==> src/rtl/ag_pattern_gen_if.sv <==
// Data-beat bus between ag_pattern_gen (master) and the eMMC data-path driver (slave).
// valid_o/data_o/wr_enbl_o are held stable until ready_i accepts the word.
interface ag_pattern_gen_if #(
    parameter int WIDTH = 8
) ();
    logic             valid_o;
    logic             ready_i;
    logic [WIDTH-1:0] data_o;
    logic             wr_enbl_o;

    modport master (
        output valid_o,
        output data_o,
        output wr_enbl_o,
        input  ready_i
    );

    modport slave (
        input  valid_o,
        input  data_o,
        input  wr_enbl_o,
        output ready_i
    );
endinterface

==> src/rtl/ag_pattern_gen.sv <==
// Test-data generator: alternating write/read-back parts, zero-latency valid/ready, words held while stalled.
// Optional 32-bit LFSR pattern for mode 3 enabled by macro AG_PATTERN_GEN_LFSR_EN (else mode 3 = checkerboard).
module ag_pattern_gen #(
    parameter int WIDTH         = 8,
    parameter int LENGTH        = 512,
    parameter int PARTS         = 4,
    parameter int INVERT_VALUES = 0
) (
    input  logic                    clk_i,
    input  logic                    arst_i,
    input  logic                    start_i,
    input  logic [1:0]              mode_i,
    ag_pattern_gen_if.master        bus,
    output logic                    started_part_o,
    output logic                    started_all_o,
    output logic                    busy_o,
    output logic                    done_o
);

    localparam int WW = (LENGTH > 1) ? $clog2(LENGTH) : 1;
    localparam int PW = $clog2(PARTS + 1);
    localparam logic [WIDTH-1:0] BASE =
        WIDTH'((INVERT_VALUES != 0) ? 32'h5555_5555 : 32'hAAAA_AAAA);

    typedef enum logic [1:0] {
        S_IDLE = 2'd0,
        S_RUN  = 2'd1,
        S_DONE = 2'd2
    } state_t;

    state_t          state_q, state_d;
    logic [WW-1:0]   word_q, word_d;
    logic [PW-1:0]   part_q, part_d;
    logic [1:0]      mode_q, mode_d;

    logic            valid_c;
    logic            beat;
    logic            last_word;
    logic [PW-1:0]   pair_k;
    logic [31:0]     rot_c;
    logic [WIDTH-1:0] data_c;

`ifdef AG_PATTERN_GEN_LFSR_EN
    localparam logic [31:0] LFSR_SEED = 32'hACE1_0001;
    localparam logic [31:0] LFSR_TAPS = 32'h0040_0007;

    logic [31:0] lfsr_q, lfsr_d, lfsr_cur;

    // Word 0 always sees the freshly seeded value, so a read-back part replays its write part.
    always_comb begin
        lfsr_cur = (word_q == '0) ? (LFSR_SEED ^ 32'(pair_k)) : lfsr_q;
        lfsr_d   = lfsr_q;
        if (beat) begin
            lfsr_d = {lfsr_cur[30:0], 1'b0} ^ (lfsr_cur[31] ? LFSR_TAPS : 32'h0);
        end
    end

    always_ff @(posedge clk_i or posedge arst_i) begin
        if (arst_i) begin
            lfsr_q <= LFSR_SEED;
        end else begin
            lfsr_q <= lfsr_d;
        end
    end
`endif

    assign valid_c   = (state_q == S_RUN);
    assign beat      = valid_c && bus.ready_i;
    assign last_word = (word_q == WW'(LENGTH - 1));

    always_comb begin
        pair_k = part_q >> 1;
        rot_c  = (32'(word_q) + 32'(pair_k)) % 32'(WIDTH);
        case (mode_q)
            2'd1:    data_c = WIDTH'(1) << rot_c;
            2'd2:    data_c = WIDTH'(word_q) ^ {WIDTH{pair_k[0]}};
`ifdef AG_PATTERN_GEN_LFSR_EN
            2'd3:    data_c = lfsr_cur[WIDTH-1:0];
`endif
            default: data_c = BASE ^ {WIDTH{word_q[0] ^ pair_k[0]}};
        endcase
    end

    always_comb begin
        state_d = state_q;
        word_d  = word_q;
        part_d  = part_q;
        mode_d  = mode_q;
        case (state_q)
            S_IDLE: begin
                if (start_i) begin
                    state_d = S_RUN;
                    mode_d  = mode_i;
                    word_d  = '0;
                    part_d  = '0;
                end
            end
            S_RUN: begin
                if (beat) begin
                    if (last_word) begin
                        word_d = '0;
                        part_d = part_q + PW'(1);
                        if (part_q == PW'(PARTS - 1)) begin
                            state_d = S_DONE;
                        end
                    end else begin
                        word_d = word_q + WW'(1);
                    end
                end
            end
            S_DONE:  state_d = S_IDLE;
            default: state_d = S_IDLE;
        endcase
    end

    always_ff @(posedge clk_i or posedge arst_i) begin
        if (arst_i) begin
            state_q <= S_IDLE;
            word_q  <= '0;
            part_q  <= '0;
            mode_q  <= 2'd0;
        end else begin
            state_q <= state_d;
            word_q  <= word_d;
            part_q  <= part_d;
            mode_q  <= mode_d;
        end
    end

    assign bus.valid_o     = valid_c;
    assign bus.data_o      = data_c;
    assign bus.wr_enbl_o   = ~part_q[0];
    assign started_part_o  = beat && (word_q == '0);
    assign started_all_o   = started_part_o && (part_q == '0);
    assign busy_o          = (state_q != S_IDLE);
    assign done_o          = (state_q == S_DONE);

endmodule

==> src/flat_wrapper.sv <==
// flat-port wrapper written by rule: the top's interface ports become plain ports
module ag_pattern_gen_flat 
#(
    parameter int WIDTH         = 8,
    parameter int LENGTH        = 512,
    parameter int PARTS         = 4,
    parameter int INVERT_VALUES = 0
)
  (clk_i, arst_i, start_i, mode_i, started_part_o, started_all_o, busy_o, done_o, bus_valid_o, bus_data_o, bus_wr_enbl_o, bus_ready_i);
  ag_pattern_gen_if #(.WIDTH(WIDTH)) bus_i ();
  input  logic clk_i;
  input  logic arst_i;
  input  logic start_i;
  input  logic [1:0] mode_i;
  output logic started_part_o;
  output logic started_all_o;
  output logic busy_o;
  output logic done_o;
  output wire logic [$bits(bus_i.valid_o)-1:0] bus_valid_o;
  output wire logic [$bits(bus_i.data_o)-1:0] bus_data_o;
  output wire logic [$bits(bus_i.wr_enbl_o)-1:0] bus_wr_enbl_o;
  input wire logic [$bits(bus_i.ready_i)-1:0] bus_ready_i;
  assign bus_valid_o = bus_i.valid_o;
  assign bus_data_o = bus_i.data_o;
  assign bus_wr_enbl_o = bus_i.wr_enbl_o;
  assign bus_i.ready_i = bus_ready_i;
  ag_pattern_gen #(.WIDTH(WIDTH), .LENGTH(LENGTH), .PARTS(PARTS), .INVERT_VALUES(INVERT_VALUES)) u_core (.clk_i(clk_i), .arst_i(arst_i), .start_i(start_i), .mode_i(mode_i), .bus(bus_i), .started_part_o(started_part_o), .started_all_o(started_all_o), .busy_o(busy_o), .done_o(done_o));
endmodule
==> config.mk <==
export PLATFORM = sky130hd
export DESIGN_NAME = ag_pattern_gen_flat
export DESIGN_NICKNAME = d
export VERILOG_FILES = /design/src/rtl/ag_pattern_gen_if.sv /design/src/rtl/ag_pattern_gen.sv /design/src/flat_wrapper.sv
export SDC_FILE = /design/constraint.sdc
export NUM_CORES = 1
export LEC_CHECK = 0
export BUFFER_PORTS_ARGS = -buffer_cell sky130_fd_sc_hd__buf_4
export CAP_MARGIN = 40
export CORE_MARGIN = 2
export CORE_UTILIZATION = 50
export DETAILED_ROUTE_END_ITERATION = 12
export PLACE_DENSITY = 0.72
export RECOVER_POWER = 25
export SYNTH_ARGS = -nofsm -noshare
export SYNTH_HDL_FRONTEND = slang
export SYNTH_SLANG_ARGS = --single-unit
==> constraint.sdc <==
create_clock -name clk_i -period 2.14 [get_ports clk_i]
set_clock_uncertainty 0.05 [all_clocks]
set_input_delay 0.214 -clock clk_i [delete_from_list [all_inputs] [get_ports clk_i]]
set_output_delay 0.214 -clock clk_i [all_outputs]
set_load 0.03 [all_outputs]
==> impl_results.rst <==
.. list-table::
   :header-rows: 1

   * - Metric
     - Value
   * - Flip-flop and latch area
     - ~400 sq um
   * - Synthesized-area fraction occupied by and/or/nand/nor cells
     - approximately a quarter
   * - Maximum operating frequency
     - around 430 MHz
   * - Post-synthesis instance total
     - roughly 140
   * - Slew at the pin with the worst max-slew slack
     - ~0.65 ns
   * - CTS tree
     - yes
   * - Buffer depth of the longest clock path
     - 2
   * - Post-Syn Area
     - roughly 1300 sq um
   * - Synthesized-area fraction occupied by xor and xnor cells
     - 6.25%
   * - Instance count after placement with tap cells included
     - 196
   * - Crit-path max FO
     - 4
   * - Class of the most critical hold timing path
     - primary input to register
   * - Antenna violations before repair
     - 0
   * - Core area
     - approximately 2400 sq um
   * - Max-slew violation total from the final report
     - 0
   * - Wire length of the first global-routing pass
     - 4470 um
   * - Count of cell types in the netlist
     - 40
   * - Layout cells sized above 1
     - ~37%
   * - Starting density of the core
     - 51.9%
   * - Final RePlAce weighted congestion
     - between 0.7 and 0.8
   * - R2r setup slk
     - roughly 0.07 ns
   * - Drt drc
     - 0
   * - Share of the clock period used by the worst path after layout
     - 108%
   * - Most frequent standard cell in the layout excluding fill and tap cells
     - sky130_fd_sc_hd__buf_4
   * - RR Startpoint
     - u_core.word_q[0]$_DFFE_PP0P_
   * - Layout Cells excl Fill
     - approximately 210
   * - Power Total
     - 1.58 mW
   * - DR vias/cell
     - ~5.7
   * - Relative area change from synthesis to final layout
     - 38.8%
   * - Setup repair after global routing missed its margin
     - yes
   * - Data arrival, critical path
     - about 2.0 ns
   * - Worst voltage drop across the vdd grid
     - about 0.77 mV
   * - Ys flop type
     - sky130_fd_sc_hd__dfrtp_1
   * - # diodes
     - 0
   * - Crit path setup slack, layout
     - -0.167 ns
   * - Failing checks
     - negative setup slack
   * - Average detailed-routed wire length per instance
     - approximately 16 um
   * - Area enclosed by the die boundary
     - slightly below 3000 sq um
   * - Startpoint-to-endpoint class of the critical path
     - register to output pin
   * - Category of the worst setup path capture point
     - output pin
   * - Number of placement rows
     - 18
   * - Count of input and output buffers
     - 19
   * - Synthesized netlist net count
     - 159
   * - Vias in the first global route
     - 1008
   * - Terminus of the critical flop-to-flop path
     - u_core.word_q[6]$_DFFE_PP0P_
   * - Post-synthesis register bit count
     - 16
   * - Die boundary height
     - 54.2 um
   * - Hpwl dp
     - 2250 um
   * - Ports placed on the boundary
     - 20
   * - Level count of the clock H-tree
     - 1
   * - Multi-input combinational cell area
     - a little over 900 sq um
   * - Clock latency on the worst-skew pair
     - 0.30 ns
   * - Critical path required time
     - roughly 1.9 ns
   * - DRC violation total after the first TritonRoute iteration
     - 15
   * - Global routing usage summed across all routing layers
     - around a fifth
   * - Crit path time final
     - 2.31 ns
   * - Cell chosen for the clock root
     - sky130_fd_sc_hd__clkbuf_4
   * - Number of clock sinks seen by CTS
     - 16
   * - Pin count of the biggest net entering global routing
     - 19
   * - Number of violations of the max-capacitance limit
     - 0
   * - Leakage
     - roughly 0.78 nW
   * - Remaining Overflow, GRT
     - 0
   * - Start point of the critical path
     - u_core.word_q[0]$_DFFE_PP0P_
   * - Count of endpoints failing setup in the final report
     - 9
   * - Main combinational cell family by area after synthesis
     - simple AND/OR/NAND/NOR gates
   * - Cts bufs inserted
     - 3
   * - Logic depth of the worst register-to-register path
     - 9
   * - Multiplexer area fraction after synthesis
     - about 2.4%
   * - Part of the Yosys area used for sequential elements
     - a little under a third
   * - Worst relative slew slack
     - approximately 57%
   * - Commonest non-fill, non-tap cells in the layout
     - sky130_fd_sc_hd__buf_4, sky130_fd_sc_hd__dfrtp_1, sky130_fd_sc_hd__nand2_1, sky130_fd_sc_hd__o21ai_0, sky130_fd_sc_hd__buf_6
   * - Outcome
     - finished with violations
   * - Adder-cell share of the synthesized area
     - 10.5%
   * - Number of iterations in the first detailed-routing pass
     - 4
   * - CP endpoint
     - bus_data_o[0]
   * - Die boundary width
     - 54.2 um
   * - Antenna Nets Post-Route
     - 0
   * - Async set-or-reset flop fraction in the synthesized netlist
     - between 90% and 100%
   * - Number of enable flip-flop cells after synthesis
     - 0
   * - Post-layout net count
     - between 150 and 200
   * - Count of synthesis-stage warnings from yosys
     - 0
   * - Final number of hold-violating endpoints
     - 0
   * - Power density over cell area
     - roughly 900 nW/um^2
   * - WL final
     - about 3400 um
   * - Count of filler cells inserted in the layout
     - roughly 180
   * - Via total after detailed routing
     - around 1200
   * - Compound-Gate Fraction of Synth Area
     - between 15 and 20%
   * - Placement-stage worst setup slack
     - between 0.02 and 0.03 ns
   * - Clk pin slew, worst setup/hold paths
     - approximately 0.11 ns
   * - Mean instance size in the synthesized netlist
     - 8.82 sq um
   * - Kind of launch point of the worst setup path
     - register
synth_stat cells, types with 2 or more instances:
library cell | n | share of area, %
sky130_fd_sc_hd__a21oi_1 | 4 | 1.6
sky130_fd_sc_hd__nand3_1 | 7 | 2.8
sky130_fd_sc_hd__mux2i_1 | 3 | 2.4
sky130_fd_sc_hd__a22oi_1 | 2 | 1.2
sky130_fd_sc_hd__clkbuf_1 | 5 | 1.5
sky130_fd_sc_hd__dfrtp_1 | 16 | 32
sky130_fd_sc_hd__nor2b_1 | 4 | 2.0
sky130_fd_sc_hd__nor2_1 | 3 | 0.89
sky130_fd_sc_hd__nor3b_1 | 2 | 1.2
sky130_fd_sc_hd__nand4_1 | 3 | 1.5
sky130_fd_sc_hd__a211oi_1 | 2 | 1.2
sky130_fd_sc_hd__o211ai_1 | 2 | 1.2
sky130_fd_sc_hd__inv_1 | 11 | 3.3
sky130_fd_sc_hd__ha_1 | 9 | 8.9
sky130_fd_sc_hd__or4_1 | 3 | 1.8
sky130_fd_sc_hd__buf_2 | 2 | 0.79
sky130_fd_sc_hd__xor2_1 | 8 | 5.6
sky130_fd_sc_hd__nand2_1 | 14 | 4.2
sky130_fd_sc_hd__o31ai_1 | 4 | 2.4
sky130_fd_sc_hd__o21ai_0 | 16 | 6.3
sky130_fd_sc_hd__a32oi_1 | 2 | 1.4
sky130_fd_sc_hd__nand2b_1 | 2 | 0.99
sky130_fd_sc_hd__and4b_1 | 2 | 1.6
cell families after synthesis:
group	count (synthesis)
and+or+nand+nor	52
AOI/OAI and AO/OA	33
buffers and inverters	20
DFF	16
adders and majority gates	10
xor gates and xnor gates	9
muxes	3
worst max-delay path, stage by stage (launching register included):
cell	delay, ns
sky130_fd_sc_hd__dfrtp_1	0.38
sky130_fd_sc_hd__ha_2	0.18
sky130_fd_sc_hd__inv_2	0.03
sky130_fd_sc_hd__fa_2	0.42
sky130_fd_sc_hd__xor2_4	0.22
sky130_fd_sc_hd__a41oi_1	0.18
sky130_fd_sc_hd__a21oi_1	0.17
sky130_fd_sc_hd__buf_4	0.18
through the flow:
stage / cell area, sq um / TNS [ns] / hold WS (ns) / utilization, %
floorplan: 1280 / -0.0920 / 0.0777 / -
global placement: 1510 / 0 / 0.277 / 62.1
detailed placement: 1510 / 0 / 0.291 / 62.1
CTS: 1620 / -1.06 / 0.0653 / 66.6
global route: 1750 / -1.99 / 0.0671 / 72.0
finish: 1750 / -1.09 / 0.0709 / 72.0
how the worst min path moves through the flow:
stage	startpoint	endpoint	depth (start not counted)	slack [ns]
floorplan	arst_i	u_core.mode_q[0]$_DFFE_PP0P_	1	0.08
global placement	arst_i	u_core.mode_q[0]$_DFFE_PP0P_	2	0.28
detailed placement	arst_i	u_core.part_q[0]$_DFFE_PP0P_	2	0.29
CTS	mode_i[0]	u_core.mode_q[0]$_DFFE_PP0P_	3	0.07
global route	mode_i[0]	u_core.mode_q[0]$_DFFE_PP0P_	3	0.07
finish	mode_i[0]	u_core.mode_q[0]$_DFFE_PP0P_	3	0.07
layer usage:
layer,global-route usage (%),vias up,wire (um)
met2,36.7,24,1760
met3,2.46,5,92
li1,-,581,-
met5,0,-,0
met1,27.9,568,1480
met4,5.00,0,25
cell type report:
| type | count | share of cell area [%] |
|---|---|---|
| inverters | 11 | 2.50 |
| repair buffers | 38 | 18.6 |
| multi-input cells | 107 | 51.8 |
| well taps | 30 | 2.14 |
| clock buffers | 4 | 2.07 |
| flip-flops and latches | 16 | 22.9 |
flip-flops by register name, summed over array words and instances (netlist names):
signal,cells
u_core.mode_q,2
u_core.part_q,3
u_core.state_q,2
u_core.word_q,9
repair_timing:
item                                    4_1_cts  5_1_grt
hold endpoints to repair                     16        0
gates cloned                                  0        0
hold buffers                                  1        0
pin swaps                                    10       11
buffers inserted                              1        4
resized for setup                            12       20
endpoints found under the setup margin        8       13
power breakdown:
part | internal [mW] | switching, mW | leakage [nW] | total (mW)
logic | 0.416 | 0.550 | 0.566 | 0.966
registers | 0.363 | 0.0425 | 0.194 | 0.406
clock network | 0.104 | 0.107 | 0.0210 | 0.211
total | 0.883 | 0.700 | 0.781 | 1.58
Power figures use the tool's default switching activity.
